## config.mk

```make
export PLATFORM = sky130hd
export DESIGN_NAME = mod_n_counter
export DESIGN_NICKNAME = d
export VERILOG_FILES = /design/src/rtl/mod_n_counter.sv
export SDC_FILE = /design/constraint.sdc
export NUM_CORES = 1
export LEC_CHECK = 0
export CAP_MARGIN = 0
export CORE_AREA = 2 2 39 41
export CTS_CLUSTER_SIZE = 30
export DETAILED_ROUTE_END_ITERATION = 8
export DIE_AREA = 0 0 41 43
export GPL_ROUTABILITY_DRIVEN = 0
export HOLD_SLACK_MARGIN = 0.15
export PLACE_DENSITY = 0.58
export SYNTH_ARGS = -nofsm -noshare
export SYNTH_HDL_FRONTEND = slang
export SYNTH_SLANG_ARGS = --single-unit
export TNS_END_PERCENT = 50
```

## constraint.sdc

```tcl
create_clock -name clock -period 3.6 [get_ports clock]
set_input_delay 0.72 -clock clock [delete_from_list [all_inputs] [get_ports clock]]
set_output_delay 0.72 -clock clock [all_outputs]
set_load 0.005 [all_outputs]
```

## src/rtl/mod_n_counter.sv

```systemverilog
// mod_n_counter
//   Modulo-N up/down counter with synchronous clear and saturating load. It
//   produces a one-cycle wrap pulse and a divided output that toggles on
//   every wrap.
//
// Parameters
//   WIDTH    counter width in bits
//   MODULUS  count range 0..MODULUS-1, with 2 <= MODULUS <= 2**WIDTH
//
// Ports
//   clock     in   single clock; all state updates on its rising edge
//   rst       in   asynchronous reset, active low
//   enable    in   step one position per clock when 1
//   up        in   step direction (1 = increment, 0 = decrement)
//   clear     in   synchronous clear (highest priority)
//   load      in   synchronous load of load_val, saturated to MODULUS-1
//   load_val  in   value to load
//   count     out  current count, registered
//   wrap_p    out  registered one-cycle pulse following a wrap edge
//   div_out   out  registered divided output, toggles on every wrap
module mod_n_counter #(
  parameter int WIDTH   = 3,
  parameter int MODULUS = 6
) (
  input  logic             clock,
  input  logic             rst,
  input  logic             enable,
  input  logic             up,
  input  logic             clear,
  input  logic             load,
  input  logic [WIDTH-1:0] load_val,
  output logic [WIDTH-1:0] count,
  output logic             wrap_p,
  output logic             div_out
);

  generate
    if (WIDTH < 1 || MODULUS < 2 || MODULUS > (1 << WIDTH)) begin : g_param_check
      $error("mod_n_counter: illegal parameters WIDTH=%0d MODULUS=%0d", WIDTH, MODULUS);
    end
  endgenerate

  // One extra bit so that MODULUS == 2**WIDTH is representable in comparisons.
  localparam logic [WIDTH:0]   MOD_EXT = (WIDTH + 1)'(MODULUS);
  localparam logic [WIDTH-1:0] MAX_CNT = WIDTH'(MODULUS - 1);

  logic [WIDTH-1:0] r_count;
  logic             r_wrap;
  logic             r_div;

  logic             w_legal;
  logic             w_at_top;
  logic             w_at_zero;
  logic [WIDTH-1:0] w_load_sat;

  assign w_legal    = ({1'b0, r_count} < MOD_EXT);
  assign w_at_top   = (r_count == MAX_CNT);
  assign w_at_zero  = (r_count == '0);
  assign w_load_sat = ({1'b0, load_val} < MOD_EXT) ? load_val : MAX_CNT;

  always_ff @(posedge clock or negedge rst) begin
    if (!rst) begin
      r_count <= '0;
      r_wrap  <= 1'b0;
      r_div   <= 1'b0;
    end else if (clear) begin
      r_count <= '0;
      r_wrap  <= 1'b0;
      r_div   <= 1'b0;
    end else if (load) begin
      r_count <= w_load_sat;
      r_wrap  <= 1'b0;
    end else if (enable) begin
      if (!w_legal) begin
        // An out-of-range count recovers to 0 silently; this is not a wrap.
        r_count <= '0;
        r_wrap  <= 1'b0;
      end else if (up) begin
        if (w_at_top) begin
          r_count <= '0;
          r_wrap  <= 1'b1;
          r_div   <= ~r_div;
        end else begin
          r_count <= r_count + 1'b1;
          r_wrap  <= 1'b0;
        end
      end else begin
        if (w_at_zero) begin
          r_count <= MAX_CNT;
          r_wrap  <= 1'b1;
          r_div   <= ~r_div;
        end else begin
          r_count <= r_count - 1'b1;
          r_wrap  <= 1'b0;
        end
      end
    end else begin
      r_wrap <= 1'b0;
    end
  end

  assign count   = r_count;
  assign wrap_p  = r_wrap;
  assign div_out = r_div;

endmodule

```

### After elaboration in Yosys (flattened, before gate mapping)

Index checks and enable logic that the tools add are counted.

* register bits after elaboration: 5
* bits of input ports: 9
* output and inout bits: 5
* logic and storage cells: 39

* add/sub/neg operators: 2
* $lt $le $gt $ge: 2
* equality and inequality tests: 3
* mux-type cells: 22
* bitwise logic cells: 1
* reductions and logical operators: 6

Operators by type and width (number)
* $mux 3: 8
* $mux 1: 14
* $lt 3x3->1 const B: 2
* $reduce_bool 3->1: 2
* $reduce_and 5->1: 1
* $reduce_bool 2->1: 2
* $add 3x1->3 const B: 1
* $eq 3x3->1 const B: 1
* $logic_not 3->1: 1
* $ne 3x1->1 const B: 1
* $sub 3x1->3 const B: 1
* $ne 2x2->1 const B: 1
* $not 1->1: 1

### Depth between registers and ports, before layout

Gate-level depths: netlist of run 1.

* depth in word-level cells: 7
* mapped depth: 4

### Worst setup path before layout of run 1

Ideal clock, no wire load.

* kind: input -> register
* start: in up
* end: reg r_count[2], in the netlist count[2]
* setup time: 99 ps
* arrival time: 1717 ps
* required time: 3501 ps
* path slack: 1783 ps
* stages on the path: 4
* buffers on the path: 1
* cells stage by stage: buf_2 or3b_1 a211o_1 a311oi_1

* longest elaborated chain between the ends: 5

RTL lines
* from (decl): line 28 `input logic up,`
* $mux 3: line 78 `end else if (up) begin`
* $mux 3: line 74 `if (!w_legal) begin`
* $mux 3: line 73 `end else if (enable) begin`
* $mux 3: line 70 `end else if (load) begin`
* $mux 3: line 66 `end else if (clear) begin`
* to (signal assigned): line 71 `r_count <= w_load_sat;`
* to (signal assigned): line 84 `r_count <= r_count + 1'b1;`
* to (signal assigned): line 93 `r_count <= r_count - 1'b1;`
* to (decl): line 47 `logic [WIDTH-1:0] r_count;`

No other way between the ends. The select of a mux whose other input is x is not followed.
A chain may end at the register's enable or synchronous reset.

### Worst setup path in the final report of run 1

Same ends and word-level chain as after synthesis.

==> results of run 1 <==
-- state kept, by name, summed over array words and instances, names as in the netlist --
signal   flops
count        3
wrap_p       1
div_out      1
-- cells by family (layout without fill, tap and decap cells) --
| kind of cell | count (synthesis) | count (layout) | synth area share |
|---|---|---|---|
| mux | 1 | 1 | 0.0304 |
| compound gates | 13 | 13 | 0.257 |
| xor+xnor | 1 | 1 | 0.0237 |
| simple gates | 15 | 15 | 0.247 |
| buf+inv | 6 | 19 | 0.105 |
| flops | 5 | 5 | 0.338 |
-- routing by layer --
layer,wire length [µm],part of all wire,vias to the layer above,track usage
met5,0,0,-,0
met4,0,0,0,0.0600
met3,42,0.056,0,0.0471
met2,377,0.50,10,0.138
met1,330,0.44,157,0.133
li1,-,-,176,-
-- synth_stat cells --
| cell | n |
|---|---|
| nor3_1 | 1 |
| a221oi_1 | 1 |
| o21a_1 | 1 |
| a311oi_1 | 1 |
| nor4b_1 | 1 |
| and4b_2 | 1 |
| o21ai_0 | 1 |
| nor3b_1 | 1 |
| buf_6 | 2 |
| mux2_2 | 1 |
| nor2_1 | 3 |
| dfrtp_1 | 5 |
| a211oi_1 | 2 |
| inv_1 | 2 |
| or3b_1 | 1 |
| xnor2_1 | 1 |
| buf_2 | 1 |
| o31a_1 | 1 |
| a31oi_1 | 1 |
| clkbuf_1 | 1 |
| nand2b_1 | 1 |
| and3_1 | 1 |
| o211ai_1 | 1 |
| a21oi_1 | 2 |
| nand2_1 | 2 |
| nor2b_1 | 3 |
| a211o_1 | 2 |
-- report_power, final --
group / internal (mW) / total [mW] / switching (mW)
sequential: 0.0598 / 0.0670 / 0.00722
clock: 0.0419 / 0.0643 / 0.0224
combinational: 0.0239 / 0.0376 / 0.0137
-- area by class of cell --
type                            count  area, µm²  share of cell area
Clock buffer                        4       26.3              0.0510
Inverter                            2       7.51              0.0146
Multi-Input combinational cell     30        206               0.400
Sequential cell                     5        125               0.243
Tap cell                           16       20.0              0.0388
Timing Repair Buffer               13        130               0.252
-- worst register-to-register path: cells and delay by family (launching register included) --
kind             cells  cell delay [ns]
AO/OA/AOI/OAI        2             0.55
flip-flops           1             0.47
AND/OR/NAND/NOR      1             0.40
-- how the worst min path moves through the flow --
| stage | endpoint | slack, ns | depth (start not counted) |
|---|---|---|---|
| floorplan | count[0] | 0.42 | 0 |
| global placement | div_out | 0.61 | 2 |
| detailed placement | div_out | 0.63 | 2 |
| CTS | div_out | 0.64 | 2 |
| global route | div_out | 0.66 | 2 |
| finish | div_out | 0.63 | 2 |
-- per-stage QoR --
step / instance area [µm²] / util / hold slack (ns)
3_5_place_dp: 489 / 0.354 / 0.630
3_3_place_gp: 489 / 0.354 / 0.615
5_1_grt: 515 / 0.373 / 0.658
6_report: 515 / 0.373 / 0.635
2_1_floorplan: 370 / - / 0.424
4_1_cts: 515 / 0.373 / 0.641
==> run metrics, run 1 <==
die height=43 µm; Total Neg Setup Slack=0 ns; aggregate routed wire length=about 750 µm; largest cells by area after synthesis=dfrtp_1 (34%), buf_6 (6.1%), nor2b_1 (5.1%), a211o_1 (4.7%), a211oi_1 (4.1%); RR Startpoint=count[2]; global route overflow=0; relative slew slack=0.801; commonest cells after routing, fill and taps aside=clkdlybuf4s50_1 (13), dfrtp_1 (5), nor2_1 (3), nor2b_1 (3), clkbuf_4 (3); Lkg Pwr=between 0.2 and 0.25 nW; # IOs=14; Placed Cells=66; H-tree depth=1; global-route wire length before repair=approximately 1200 µm; fin worst setup slack=1.52 ns; max incr delay on CP=0.55 ns; clk slew on worst S/H paths=approximately 0.04 ns; hold crit path type=reg -> reg; share of cells above drive strength 1=0.0926; VDD IR max=between 0.00015 and 0.0002 V; PortBufs=13; synth warn=0; Crit path max-delay family=buffers and inverters; power density over the cells=about 330 nW/µm²; pin count of the biggest net entering global routing=12; # diodes=0; critical path launch point type=input pin; Critical path origin=up; Pwr Total=0.169 mW; post-DR vias/cell=4.90; Area growth, synth to finish=39.2%; Setup crit end=count[2]; outcome=finished, final reports clean; syn_nets=50; total core area=1380 µm²; CTS hold repair buffers=0; cts bufs inserted=3; clock tree sinks=5; Final Hold Fails=0; Cells after Synth=41; Iter 0 DRT Violations=13; pre-CTS WS=~1.3 ns; Distinct cells, synth=27; Routed Antenna Nets=0; leading area contributor after synthesis=dfrtp_1; synthesized flop and latch total=5; area share of the largest cell type after synthesis=0.338; CP cell instances=clkdlybuf4s50_1, or3b_1, a211o_1, a311oi_1; Worst EP arrival=2.22 ns; Final Cycle Share=0.577; CP Class=in -> reg; Worst R2R Setup Slack=2.08 ns; R2R cell count=3; max-cap viol count=0; Critical Path RT=3.74 ns; hold wc startpoint=div_out; initial core utilization=0.268; fin. max-slew vios=0; synthesized area=370 µm²; via count=approximately 340; Mapped Avg Cell Area=9.03 µm²; # setup viols final=0; worst skew pair latency=about 0.24 ns; total track usage=0.104; total setup buffers inserted after CTS=0; die width=41 µm; Max Clk Rate=481 MHz; Crit. path cell count=4; die area=1760 µm²; layout net count=64; initial antenna violation count=0; reg2reg end=count[2]; CTS tree=done; number of detailed-route iterations in the first pass=4; Layout Skew=roughly 0.00068 ns; Fillers=around 150; non-filler cells, final=70; most common cell after layout, fill and taps aside=clkdlybuf4s50_1; Root Buffer=clkbuf_4; vias in the first global route=300; cts repair resizes=0; DRC viols=0; wire length per cell=10.7 µm; Cell Rows=14; worst slew pin tran=0.298 ns; Final min period=2.08 ns; Worst path slowest cell=clkdlybuf4s50_1; WP buf/inv=1; Critical Path Fanout Max=9; buffer levels on the longest clock path=2; RSZ-0062 raised after global routing=false; CP endpoint kind=flip-flop; Seq/Total Area, Yosys=0.338
Note: power is estimated with default switching activity, not from simulation.
==> inputs of run 2 (changes only) <==
Clock period 3.6 ns to 2 ns, I/O delays scaled along.
==> run 2 against run 1 <==
Net effect: first-iteration DRC count decreased by 31%; critical endpoint is now count[2]; wire length increased by 6.0%; register-to-register slack got worse by 1.6 ns; power increased by 89%.
==> run metrics, run 2 (synthesis gave the netlist of run 1 again) <==
non-filler cells, final=74 (+5.7%); cts repair resizes=0 (unchanged); pin count of the biggest net entering global routing=12 (unchanged); # diodes=0 (unchanged); Crit path max-delay family=buffers and inverters; die area=1760 µm² (unchanged); wire length per cell=10.7 µm (+0.27%); max incr delay on CP=0.56 ns (about the same); # setup viols final=0 (unchanged); Final min period=1.72 ns; Lkg Pwr=0.228 nW (+9.2%); max-cap viol count=0 (unchanged); PortBufs=13 (unchanged); CP cell instances=clkdlybuf4s50_1; CTS tree=done; commonest cells after routing, fill and taps aside=clkdlybuf4s50_1 (13), dfrtp_1 (5), buf_4 (4); CP Class=reg -> out; most common cell after layout, fill and taps aside=clkdlybuf4s50_1; die width=41 µm (unchanged); worst skew pair latency=0.25 ns (about the same); Worst path slowest cell=clkdlybuf4s50_1; Layout Skew=0.00655 ns (+0.00587 ns); Max Clk Rate=around 580 MHz; total core area=1380 µm² (unchanged); share of cells above drive strength 1=0.155 (+0.0626); DRC viols=0 (unchanged); post-DR vias/cell=4.93 (+0.66%); Largest register FFs=3 (unchanged); Final Hold Fails=0 (unchanged); Critical Path Fanout Max=11 (+2); Total Neg Setup Slack=0 ns (unchanged); number of detailed-route iterations in the first pass=4 (unchanged); Final Cycle Share=0.858; outcome=finished, final reports clean; R2R cell count=3 (unchanged); Root Buffer=clkbuf_4; power density over the cells=585 nW/µm² (+78%); CP endpoint kind=output pin; hold crit path type=in -> async; global-route wire length before repair=1410 µm (+17%); worst slew pin tran=0.301 ns (+0.00267 ns); clock tree sinks=5 (unchanged); Routed Antenna Nets=0 (unchanged); Area growth, synth to finish=47.3%; H-tree depth=1 (unchanged); via count=365 (+6.4%); WP buf/inv=1 (unchanged); critical path launch point type=flip-flop; total track usage=0.121 (+0.0169); cts bufs inserted=3 (unchanged); initial antenna violation count=0 (unchanged); # IOs=14 (unchanged); Hold Worst Slack=0.375 ns (-0.260 ns); aggregate routed wire length=795 µm (+6.0%); global route overflow=0 (unchanged); Iter 0 DRT Violations=9 (-4); Worst EP arrival=1.32 ns (-0.90 ns); relative slew slack=0.799 (-0.00178); buffer levels on the longest clock path=2 (unchanged); clk slew on worst S/H paths=0.05 ns (about the same); CTS hold repair buffers=0 (unchanged); die height=43 µm (unchanged); Pwr Total=0.319 mW (+89%); vias in the first global route=328 (+9.3%); Critical Path RT=1.60 ns (-2.14 ns); initial core utilization=0.268 (unchanged); layout net count=68 (+6.3%); VDD IR max=0.000219 V (+46%); RSZ-0062 raised after global routing=false; Crit. path cell count=1 (-3); total setup buffers inserted after CTS=0 (unchanged); Post-DP Area=519 µm² (+6.1%); fin. max-slew vios=0 (unchanged); Cell Rows=14 (unchanged); fin area=546 µm² (+5.8%); Placed Cells=70 (+6.1%)
==> run 2: cell count changes in the layout (fill, tap and decap cells not counted) <==
| cell | before | now |
|---|---|---|
| buf_4 | 0 | 4 |
==> run 2: worst paths after layout <==
| check | startpoint | endpoint | slack [ns] |
|---|---|---|---|
| max in group asynchronous | rst | count[1] | 1.42 |
| setup reg to reg | count[2] | count[2] | 0.48 |
| hold reg to reg | div_out | div_out | 0.63 |
| hold / removal | rst | count[0] | 0.37 |
| min in group clock | div_out | div_out | 0.63 |
| setup / recovery | count[2] | count[2] | 0.28 |
==> run 2: per-layer routing <==
metal  vias to the layer above  GRT usage  wire length [µm]
met4                         0      0.100                 9
met5                         -          0                 0
met2                        20      0.150               391
li1                        186          -                 -
met3                         2     0.0314                61
met1                       157      0.165               333
==> run 2: area by class of cell <==
cell class / instances / area [µm²]
repair buffers: 17 / 160
multi-input cells: 30 / 206
inverters: 2 / 7.51
clock buffers: 4 / 26.3
fillers: 142 / 838
flip-flops and latches: 5 / 125
well taps: 16 / 20.0
==> run 2: through the flow <==
step,util,setup slack [ns]
after detailed placement,0.375,0.114
after global routing,0.394,0.209
after global placement,0.375,0.133
after floorplan,-,0.503
after CTS,0.394,0.285
final,0.394,0.283
==> run 2: report_power, final <==
part	leakage, nW	switching [mW]	internal [mW]	total, mW
combinational	0.147	0.0259	0.0480	0.0738
clock	0.0150	0.0485	0.0759	0.124
sequential	0.0665	0.0132	0.108	0.121
